===== config.mk =====
export PLATFORM = sky130hd
export DESIGN_NAME = i2s_frame_assembler
export DESIGN_NICKNAME = d
export VERILOG_FILES = /design/src/rtl/i2s_pkg.sv /design/src/rtl/i2s_frame_fifo.sv /design/src/rtl/i2s_frame_assembler.sv
export SDC_FILE = /design/constraint.sdc
export NUM_CORES = 1
export LEC_CHECK = 0
export CAP_MARGIN = 20
export CORE_ASPECT_RATIO = 0.75
export CORE_UTILIZATION = 60
export DETAILED_ROUTE_END_ITERATION = 10
export PLACE_DENSITY_LB_ADDON = 0.15
export REMOVE_ABC_BUFFERS = 1
export SLEW_MARGIN = 20
export SYNTH_ARGS = -nofsm -noshare
export SYNTH_HDL_FRONTEND = slang
export SYNTH_HIERARCHICAL = 1
export SYNTH_SLANG_ARGS = --single-unit

===== constraint.sdc =====
create_clock -name clk -period 6.6 [get_ports clk]
set_input_delay 0.66 -clock clk [delete_from_list [all_inputs] [get_ports clk]]
set_output_delay 0.66 -clock clk [all_outputs]
set_load 0.005 [all_outputs]

===== src/rtl/i2s_pkg.sv =====
// Shared types for the I2S frame path: sample/frame layout, assembler states
// and the saturating counter helper used by the optional error counters.
package i2s_pkg;

    localparam int SAMPLE_W = 24;
    localparam int CNT_W    = 16;

    typedef logic [SAMPLE_W-1:0] sample_t;

    typedef struct packed {
        sample_t left;
        sample_t right;
    } stereo_frame_t;

    typedef enum logic [0:0] {
        WAIT_L = 1'b0,
        HAVE_L = 1'b1
    } asm_state_t;

    function automatic logic [CNT_W-1:0] sat_inc(input logic [CNT_W-1:0] v);
        return (v == {CNT_W{1'b1}}) ? v : v + CNT_W'(1);
    endfunction

endpackage


===== src/rtl/i2s_frame_fifo.sv =====
// Synchronous stereo-frame FIFO with wrap-bit pointers; a push into a full
// FIFO is only accepted when a pop frees a slot on the same edge.
module i2s_frame_fifo
    import i2s_pkg::*;
#(
    parameter int WIDTH = $bits(stereo_frame_t),
    parameter int DEPTH = 4
) (
    input  logic             clk,
    input  logic             rst_n,
    input  logic             push_i,
    input  logic [WIDTH-1:0] push_data_i,
    input  logic             pop_i,
    output logic [WIDTH-1:0] head_o,
    output logic             full_o,
    output logic             empty_o,
    output logic             drop_o
);

    localparam int AW = $clog2(DEPTH);

    logic [WIDTH-1:0] mem_q [DEPTH];
    logic [AW:0]      wr_ptr_q;
    logic [AW:0]      wr_ptr_d;
    logic [AW:0]      rd_ptr_q;
    logic [AW:0]      rd_ptr_d;
    logic             empty;
    logic             full;
    logic             do_push;
    logic             do_pop;

    assign empty   = (wr_ptr_q == rd_ptr_q);
    assign full    = (wr_ptr_q[AW] != rd_ptr_q[AW]) &&
                     (wr_ptr_q[AW-1:0] == rd_ptr_q[AW-1:0]);
    assign do_pop  = pop_i && !empty;
    assign do_push = push_i && (!full || do_pop);

    always_comb begin
        wr_ptr_d = wr_ptr_q;
        rd_ptr_d = rd_ptr_q;
        if (do_push) begin
            wr_ptr_d = wr_ptr_q + (AW+1)'(1);
        end
        if (do_pop) begin
            rd_ptr_d = rd_ptr_q + (AW+1)'(1);
        end
    end

    always_ff @(posedge clk or negedge rst_n) begin
        if (!rst_n) begin
            wr_ptr_q <= '0;
            rd_ptr_q <= '0;
        end else begin
            wr_ptr_q <= wr_ptr_d;
            rd_ptr_q <= rd_ptr_d;
        end
    end

    // Storage needs no reset: the head is masked to zero whenever empty.
    always_ff @(posedge clk) begin
        if (do_push) begin
            mem_q[wr_ptr_q[AW-1:0]] <= push_data_i;
        end
    end

    assign head_o  = empty ? '0 : mem_q[rd_ptr_q[AW-1:0]];
    assign full_o  = full;
    assign empty_o = empty;
    assign drop_o  = push_i && !do_push;

endmodule


===== src/rtl/i2s_frame_assembler.sv =====
// Pairs left/right I2S words into stereo frames, buffers them and flags order
// errors and overflow. Define I2S_FRAME_ASSEMBLER_ERR_CNT_EN for error counters.
module i2s_frame_assembler
    import i2s_pkg::*;
#(
    parameter int BITS_PRECISION = SAMPLE_W,
    parameter int FIFO_DEPTH     = 4
) (
    input  logic                      clk,
    input  logic                      rst_n,
    input  logic [BITS_PRECISION-1:0] data_in,
    input  logic                      left_rightn,
    input  logic                      data_en,
    output logic [BITS_PRECISION-1:0] frame_left,
    output logic [BITS_PRECISION-1:0] frame_right,
    output logic                      frame_valid,
    input  logic                      frame_ready,
    output logic                      seq_err,
    output logic                      overflow,
    input  logic                      clear_flags
`ifdef I2S_FRAME_ASSEMBLER_ERR_CNT_EN
    ,
    output logic [CNT_W-1:0]          seq_err_cnt,
    output logic [CNT_W-1:0]          ovf_cnt
`endif
);

    localparam int FW = 2 * BITS_PRECISION;

    asm_state_t                state_q;
    asm_state_t                state_d;
    logic [BITS_PRECISION-1:0] left_q;
    logic [BITS_PRECISION-1:0] left_d;
    logic                      seq_err_q;
    logic                      seq_err_d;
    logic                      overflow_q;
    logic                      overflow_d;
    logic                      push;
    logic                      seq_evt;
    logic                      ovf_evt;
    logic [FW-1:0]             head;
    logic                      fifo_full;
    logic                      fifo_empty;

    always_comb begin
        state_d = state_q;
        left_d  = left_q;
        push    = 1'b0;
        seq_evt = 1'b0;
        if (data_en) begin
            case (state_q)
                WAIT_L: begin
                    if (left_rightn) begin
                        left_d  = data_in;
                        state_d = HAVE_L;
                    end else begin
                        seq_evt = 1'b1;
                    end
                end
                HAVE_L: begin
                    if (left_rightn) begin
                        left_d  = data_in;
                        seq_evt = 1'b1;
                    end else begin
                        push    = 1'b1;
                        state_d = WAIT_L;
                    end
                end
                default: state_d = WAIT_L;
            endcase
        end
    end

    i2s_frame_fifo #(
        .WIDTH (FW),
        .DEPTH (FIFO_DEPTH)
    ) u_fifo (
        .clk         (clk),
        .rst_n       (rst_n),
        .push_i      (push),
        .push_data_i ({left_q, data_in}),
        .pop_i       (frame_ready),
        .head_o      (head),
        .full_o      (fifo_full),
        .empty_o     (fifo_empty),
        .drop_o      (ovf_evt)
    );

    // A new error event outranks a coincident clear so no event is lost.
    always_comb begin
        seq_err_d  = seq_err_q;
        overflow_d = overflow_q;
        if (seq_evt) begin
            seq_err_d = 1'b1;
        end else if (clear_flags) begin
            seq_err_d = 1'b0;
        end
        if (ovf_evt) begin
            overflow_d = 1'b1;
        end else if (clear_flags) begin
            overflow_d = 1'b0;
        end
    end

    always_ff @(posedge clk or negedge rst_n) begin
        if (!rst_n) begin
            state_q    <= WAIT_L;
            left_q     <= '0;
            seq_err_q  <= 1'b0;
            overflow_q <= 1'b0;
        end else begin
            state_q    <= state_d;
            left_q     <= left_d;
            seq_err_q  <= seq_err_d;
            overflow_q <= overflow_d;
        end
    end

`ifdef I2S_FRAME_ASSEMBLER_ERR_CNT_EN
    logic [CNT_W-1:0] seq_cnt_q;
    logic [CNT_W-1:0] seq_cnt_d;
    logic [CNT_W-1:0] ovf_cnt_q;
    logic [CNT_W-1:0] ovf_cnt_d;

    // Clearing and counting on the same edge leaves exactly one event counted.
    always_comb begin
        seq_cnt_d = seq_cnt_q;
        ovf_cnt_d = ovf_cnt_q;
        if (seq_evt) begin
            seq_cnt_d = clear_flags ? CNT_W'(1) : sat_inc(seq_cnt_q);
        end else if (clear_flags) begin
            seq_cnt_d = '0;
        end
        if (ovf_evt) begin
            ovf_cnt_d = clear_flags ? CNT_W'(1) : sat_inc(ovf_cnt_q);
        end else if (clear_flags) begin
            ovf_cnt_d = '0;
        end
    end

    always_ff @(posedge clk or negedge rst_n) begin
        if (!rst_n) begin
            seq_cnt_q <= '0;
            ovf_cnt_q <= '0;
        end else begin
            seq_cnt_q <= seq_cnt_d;
            ovf_cnt_q <= ovf_cnt_d;
        end
    end

    assign seq_err_cnt = seq_cnt_q;
    assign ovf_cnt     = ovf_cnt_q;
`endif

    assign frame_left  = head[FW-1:BITS_PRECISION];
    assign frame_right = head[BITS_PRECISION-1:0];
    assign frame_valid = !fifo_empty;
    assign seq_err     = seq_err_q;
    assign overflow    = overflow_q;

    logic unused_full;
    assign unused_full = fifo_full;

endmodule


==> metrics.txt, run 1 <==
number of sinks driven by the clock tree=225; fraction of final layout cells with drive strength greater than 1=0.241; result of the run=complete, no violations; final setup violation count=0; clock latency at the later pin of the worst-skew pair=500 ps; floorplan row count=37; ratio of routed vias to standard cells=5.68; maximum number of pins on one net before global-route repair=52; antenna violations before repair=0; Leakage Power=3.60 nW; worst path cell trace=buf_16 -> xor2_1 -> nor3_2 -> buf_4 -> nor2b_1 -> clkdlybuf4s50_1; Inserted Clock Buffers=21; antenna fix cells=0; count of placed standard cells including taps=668; R2R cell count=5; area of the die=15100 um2; number of top-level design ports=81; Critical R2R Capture=u_fifo/mem_q[3][32]; Remaining Overflow, GRT=0; starting density of the core=0.627; via count of the first global-routing pass=4278; post-synthesis instance area=8770 um2; area delta synth->final=19.2%; Post-CTS Repair Setup Buffers=0; Post-Synthesis Cells=406; DIE HEIGHT=107 um; slowest CP cell=dfrtp_4; count of cells resized by post-cts repair=0; synthesized area per cell=21.6 um2; placer congestion estimate=0.706; startpoint of the worst setup timing path=u_fifo/rd_ptr_q[0]; Routed WL=15.0 mm; Root Buffer Master=clkbuf_16; post-route clock period utilization=0.586; violation count after the first detailed-routing iteration=263; count of hold-fix buffers inserted at cts=0; worst relative slew slack=0.404; overall power=4.41 mW; detailed-route DRC error count=0; number of pins with negative max-slew slack in the final report=0; critical setup path kind=register to output port; number of buffers added on ports=80; sum of net half-perimeters after detailed placement=7.91 mm; category of the worst setup path capture point=output port; H-tree Lvls=1; nature of the critical path startpoint=register; number of hold violations in the final report=0; r2r startpoint=u_fifo/rd_ptr_q[0]; clock tree from TritonCTS=done; Pwr per Cell Area=422 nW/um2; count of synthesis-stage warnings from yosys=6; Worst Skew=16.5 ps; vias after detailed routing=4013; remaining antenna violation count=0; max incr delay on CP=680 ps; signal arrival time at the worst endpoint=3210 ps; first-pass GRT wire length=23.6 mm; HP Class=input pin to asynchronous set/reset pin; largest fanout on the critical path=49; register clock-pin slew on the reported worst setup and hold paths=60 ps; # Max-Cap Violations=0; IR Drop Worst-Case VDD=0.294 mV; worst-case register-to-register setup slack=3470 ps; unrepaired setup endpoints after global routing=false; minimum period implied by the final worst setup slack=3870 ps; worst endpoint required time=5940 ps; placeable core region=14000 um2; final non-filler cell total=706; post-detailed-route wirelength per cell=21.2 um; maximum frequency from static timing analysis=258 MHz; pin slew with the least headroom to its limit=894 ps; Die X=142 um; post-route setup TNS=0 ps; final layout net count=533; Initial DRT Pass Iterations=4; aggregate global-route resource usage=0.213; maximum clock path buffer count=3
placed cells by master, fill, tap and decap left out, types with 4 or more instances in the layout:
cell type,n
xnor2_1,4
clkdlybuf4s50_1,79
clkbuf_8,4
inv_1,7
mux2_2,7
dfrtp_1,31
mux4_2,48
clkbuf_16,21
edfxtp_1,192
buf_4,6
and3_2,4
clkbuf_1,7
nor2b_1,48
mux2_4,19
ha_1,6
where the power goes:
part / internal [mW] / switching, mW / total [mW]
clock network: 0.674 / 0.483 / 1.16
registers: 1.67 / 0.0990 / 1.77
logic: 0.893 / 0.583 / 1.48
total: 3.24 / 1.16 / 4.41
worst max-delay path by stage:
| stage | end | slack (ps) | depth (start not counted) |
|---|---|---|---|
| finish | frame_left[11] | 2730 | 6 |
| global route | frame_left[1] | 2540 | 6 |
| CTS | frame_left[1] | 2460 | 5 |
| detailed placement | frame_left[1] | 3010 | 5 |
| global placement | frame_left[1] | 3060 | 5 |
| floorplan | frame_valid | 760 | 3 |
area by class of cell:
type	instances	area, um2
clock buffers	32	607
fillers	812	3530
well taps	195	244
flip-flops and latches	225	6600
multi-input cells	155	2050
repair buffers	87	868
clock inverters	5	56.3
inverters	7	26.3
per-layer routing:
layer,track usage,routed length (um)
met5,0,0
met1,0.299,6330
met2,0.354,7480
met4,0.0507,252
met3,0.0380,892
through the flow:
stage / setup WS [ps] / area, um2 / util / hold slack, ps
after global placement: 3060 / 9760 / 0.698 / 464
after detailed placement: 3010 / 9760 / 0.698 / 472
final: 2730 / 10400 / 0.747 / 284
after CTS: 2460 / 10400 / 0.745 / 320
after global routing: 2540 / 10400 / 0.747 / 342
after floorplan: 761 / 8660 / - / 364
sequential cells by signal, summed over array words and instances (netlist names):
| signal | count |
|---|---|
| u_fifo/mem_q | 192 |
| state_q | 1 |
| left_q | 24 |
| overflow | 1 |
| seq_err | 1 |
| u_fifo/rd_ptr_q | 3 |
| u_fifo/wr_ptr_q | 3 |
critical path, delay by kind of cell, from the launching register on:
family                    cells  cell delay (ps)
and+or+nand+nor               2              370
xor gates and xnor gates      1              470
buffers and inverters         3             1170
DFF                           1              680
No activity file was read; power rests on OpenSTA's default activity.
==> run 2: changes to the inputs <==
- CORE_UTILIZATION: 60 -> 51
- clock period: 6.6 -> 3.3 ns (I/O delays scaled with it)
==> run 2 against run 1 <==
Core utilization is 11 points lower. Sequential cell count stayed put. Design area is 2.2% higher. Via count is 1.6% higher. Largest power group unchanged.
==> metrics.txt, run 2 (synthesis results as in run 1) <==
result of the run=complete, no violations; count of placed standard cells including taps=691; slowest CP cell=mux4_2; Pwr per Cell Area=872 nW/um2; leading cell types in the layout, fill and taps excluded=edfxtp_1, clkdlybuf4s50_1, mux4_2, nor2b_1, dfrtp_1; post-route clock period utilization=0.888; number of buffers added on ports=80; final non-filler cell total=732; number of sinks driven by the clock tree=225; worst endpoint required time=2970 ps; clock tree from TritonCTS=done; Worst Skew=11.3 ps; Die X=153 um; critical setup path kind=register to output port; Routed WL=15.2 mm; unrepaired setup endpoints after global routing=false; category of the worst setup path capture point=output port; final setup violation count=0; Inserted Clock Buffers=22; Top delay family on crit path=buffers and inverters; first-pass GRT wire length=24.1 mm; pin slew with the least headroom to its limit=930 ps; max reg flops=192; maximum clock path buffer count=3; maximum frequency from static timing analysis=341 MHz; Initial DRT Pass Iterations=4; Root Buffer Master=clkbuf_16; violation count after the first detailed-routing iteration=292; H-tree Lvls=1; number of hold violations in the final report=0; final layout net count=537; fraction of final layout cells with drive strength greater than 1=0.251; detailed-route DRC error count=0; post-detailed-route wirelength per cell=20.7 um; Post-CTS Repair Setup Buffers=0; register clock-pin slew on the reported worst setup and hold paths=60 ps; area delta synth->final=21.8%; aggregate global-route resource usage=0.181; overall power=9.31 mW; worst path cell trace=buf_4 -> mux4_2 -> nor2b_1 -> clkdlybuf4s50_1; worst relative slew slack=0.380; leading cell type in the layout, fill and taps excluded=edfxtp_1; max incr delay on CP=590 ps; HP Class=input pin to register; placeable core region=16800 um2; number of top-level design ports=81; ratio of routed vias to standard cells=5.57; clock latency at the later pin of the worst-skew pair=490 ps; placer congestion estimate=0.702; count of cells resized by post-cts repair=0; antenna violations before repair=0; Leakage Power=3.70 nW; count of hold-fix buffers inserted at cts=1; number of buffers and inverters on the critical path=2; DIE HEIGHT=116 um; maximum number of pins on one net before global-route repair=51; area of the die=17700 um2; minimum period implied by the final worst setup slack=2930 ps; starting density of the core=0.521; remaining antenna violation count=0; signal arrival time at the worst endpoint=2600 ps; nature of the critical path startpoint=register; antenna fix cells=0; floorplan row count=41; Remaining Overflow, GRT=0; sum of net half-perimeters after detailed placement=8.06 mm; post-route setup TNS=0 ps; share of the core filled with cells in the final layout=0.635; largest fanout on the critical path=26; vias after detailed routing=4077; via count of the first global-routing pass=4239; # Max-Cap Violations=0; number of pins with negative max-slew slack in the final report=0; IR Drop Worst-Case VDD=0.590 mV
-- run 2: power breakdown --
part / switching, mW / internal (mW) / leakage, nW
combinational: 1.25 / 1.82 / 1.17
sequential: 0.132 / 3.35 / 2.12
clock: 1.01 / 1.75 / 0.402
total: 2.39 / 6.92 / 3.70
-- run 2: worst paths after layout --
| check | from | to | slack (ps) | cells past startpoint |
|---|---|---|---|---|
| worst max-delay path | u_fifo/rd_ptr_q[0] | frame_right[11] | 370 | 4 |
| worst min-delay path | clear_flags | overflow | 490 | 3 |
| worst max register to register | u_fifo/wr_ptr_q[0] | u_fifo/mem_q[1][39] | 910 | 4 |
| worst min register to register | overflow | overflow | 500 | 1 |
| max in group asynchronous | rst_n | u_fifo/rd_ptr_q[0] | 2100 | 2 |
| min in group asynchronous | rst_n | left_q[10] | 520 | 2 |
-- run 2: layout make-up --
| class | count | area (um2) |
|---|---|---|
| inverter | 7 | 26.3 |
| sequential | 225 | 6600 |
| timing repair buffer | 90 | 923 |
| fill | 1189 | 6150 |
| multi-input combinational | 155 | 2050 |
| clock inverter | 15 | 220 |
| tap | 215 | 269 |
| clock buffer | 25 | 593 |
-- run 2: layer usage --
layer	share of wire	vias to the layer above	GRT usage
met4	0.017	0	0.0407
met2	0.47	92	0.292
met3	0.048	23	0.0348
li1	-	1806	-
met5	0	-	0
met1	0.46	2156	0.263
-- run 2: worst min-delay path, delay by kind of cell --
kind,cells,cell delay [ps]
AO/OA/AOI/OAI,1,110
buffers and inverters,2,490
-- run 2: through the flow --
step | instance area, um2 | worst slack [ps] | hold slack [ps]
detailed placement | 9850 | 737 | 491
CTS | 10700 | 323 | 472
floorplan | 8660 | -2210 | 34.4
global placement | 9850 | 759 | 470
finish | 10700 | 370 | 485
global route | 10700 | 233 | 493
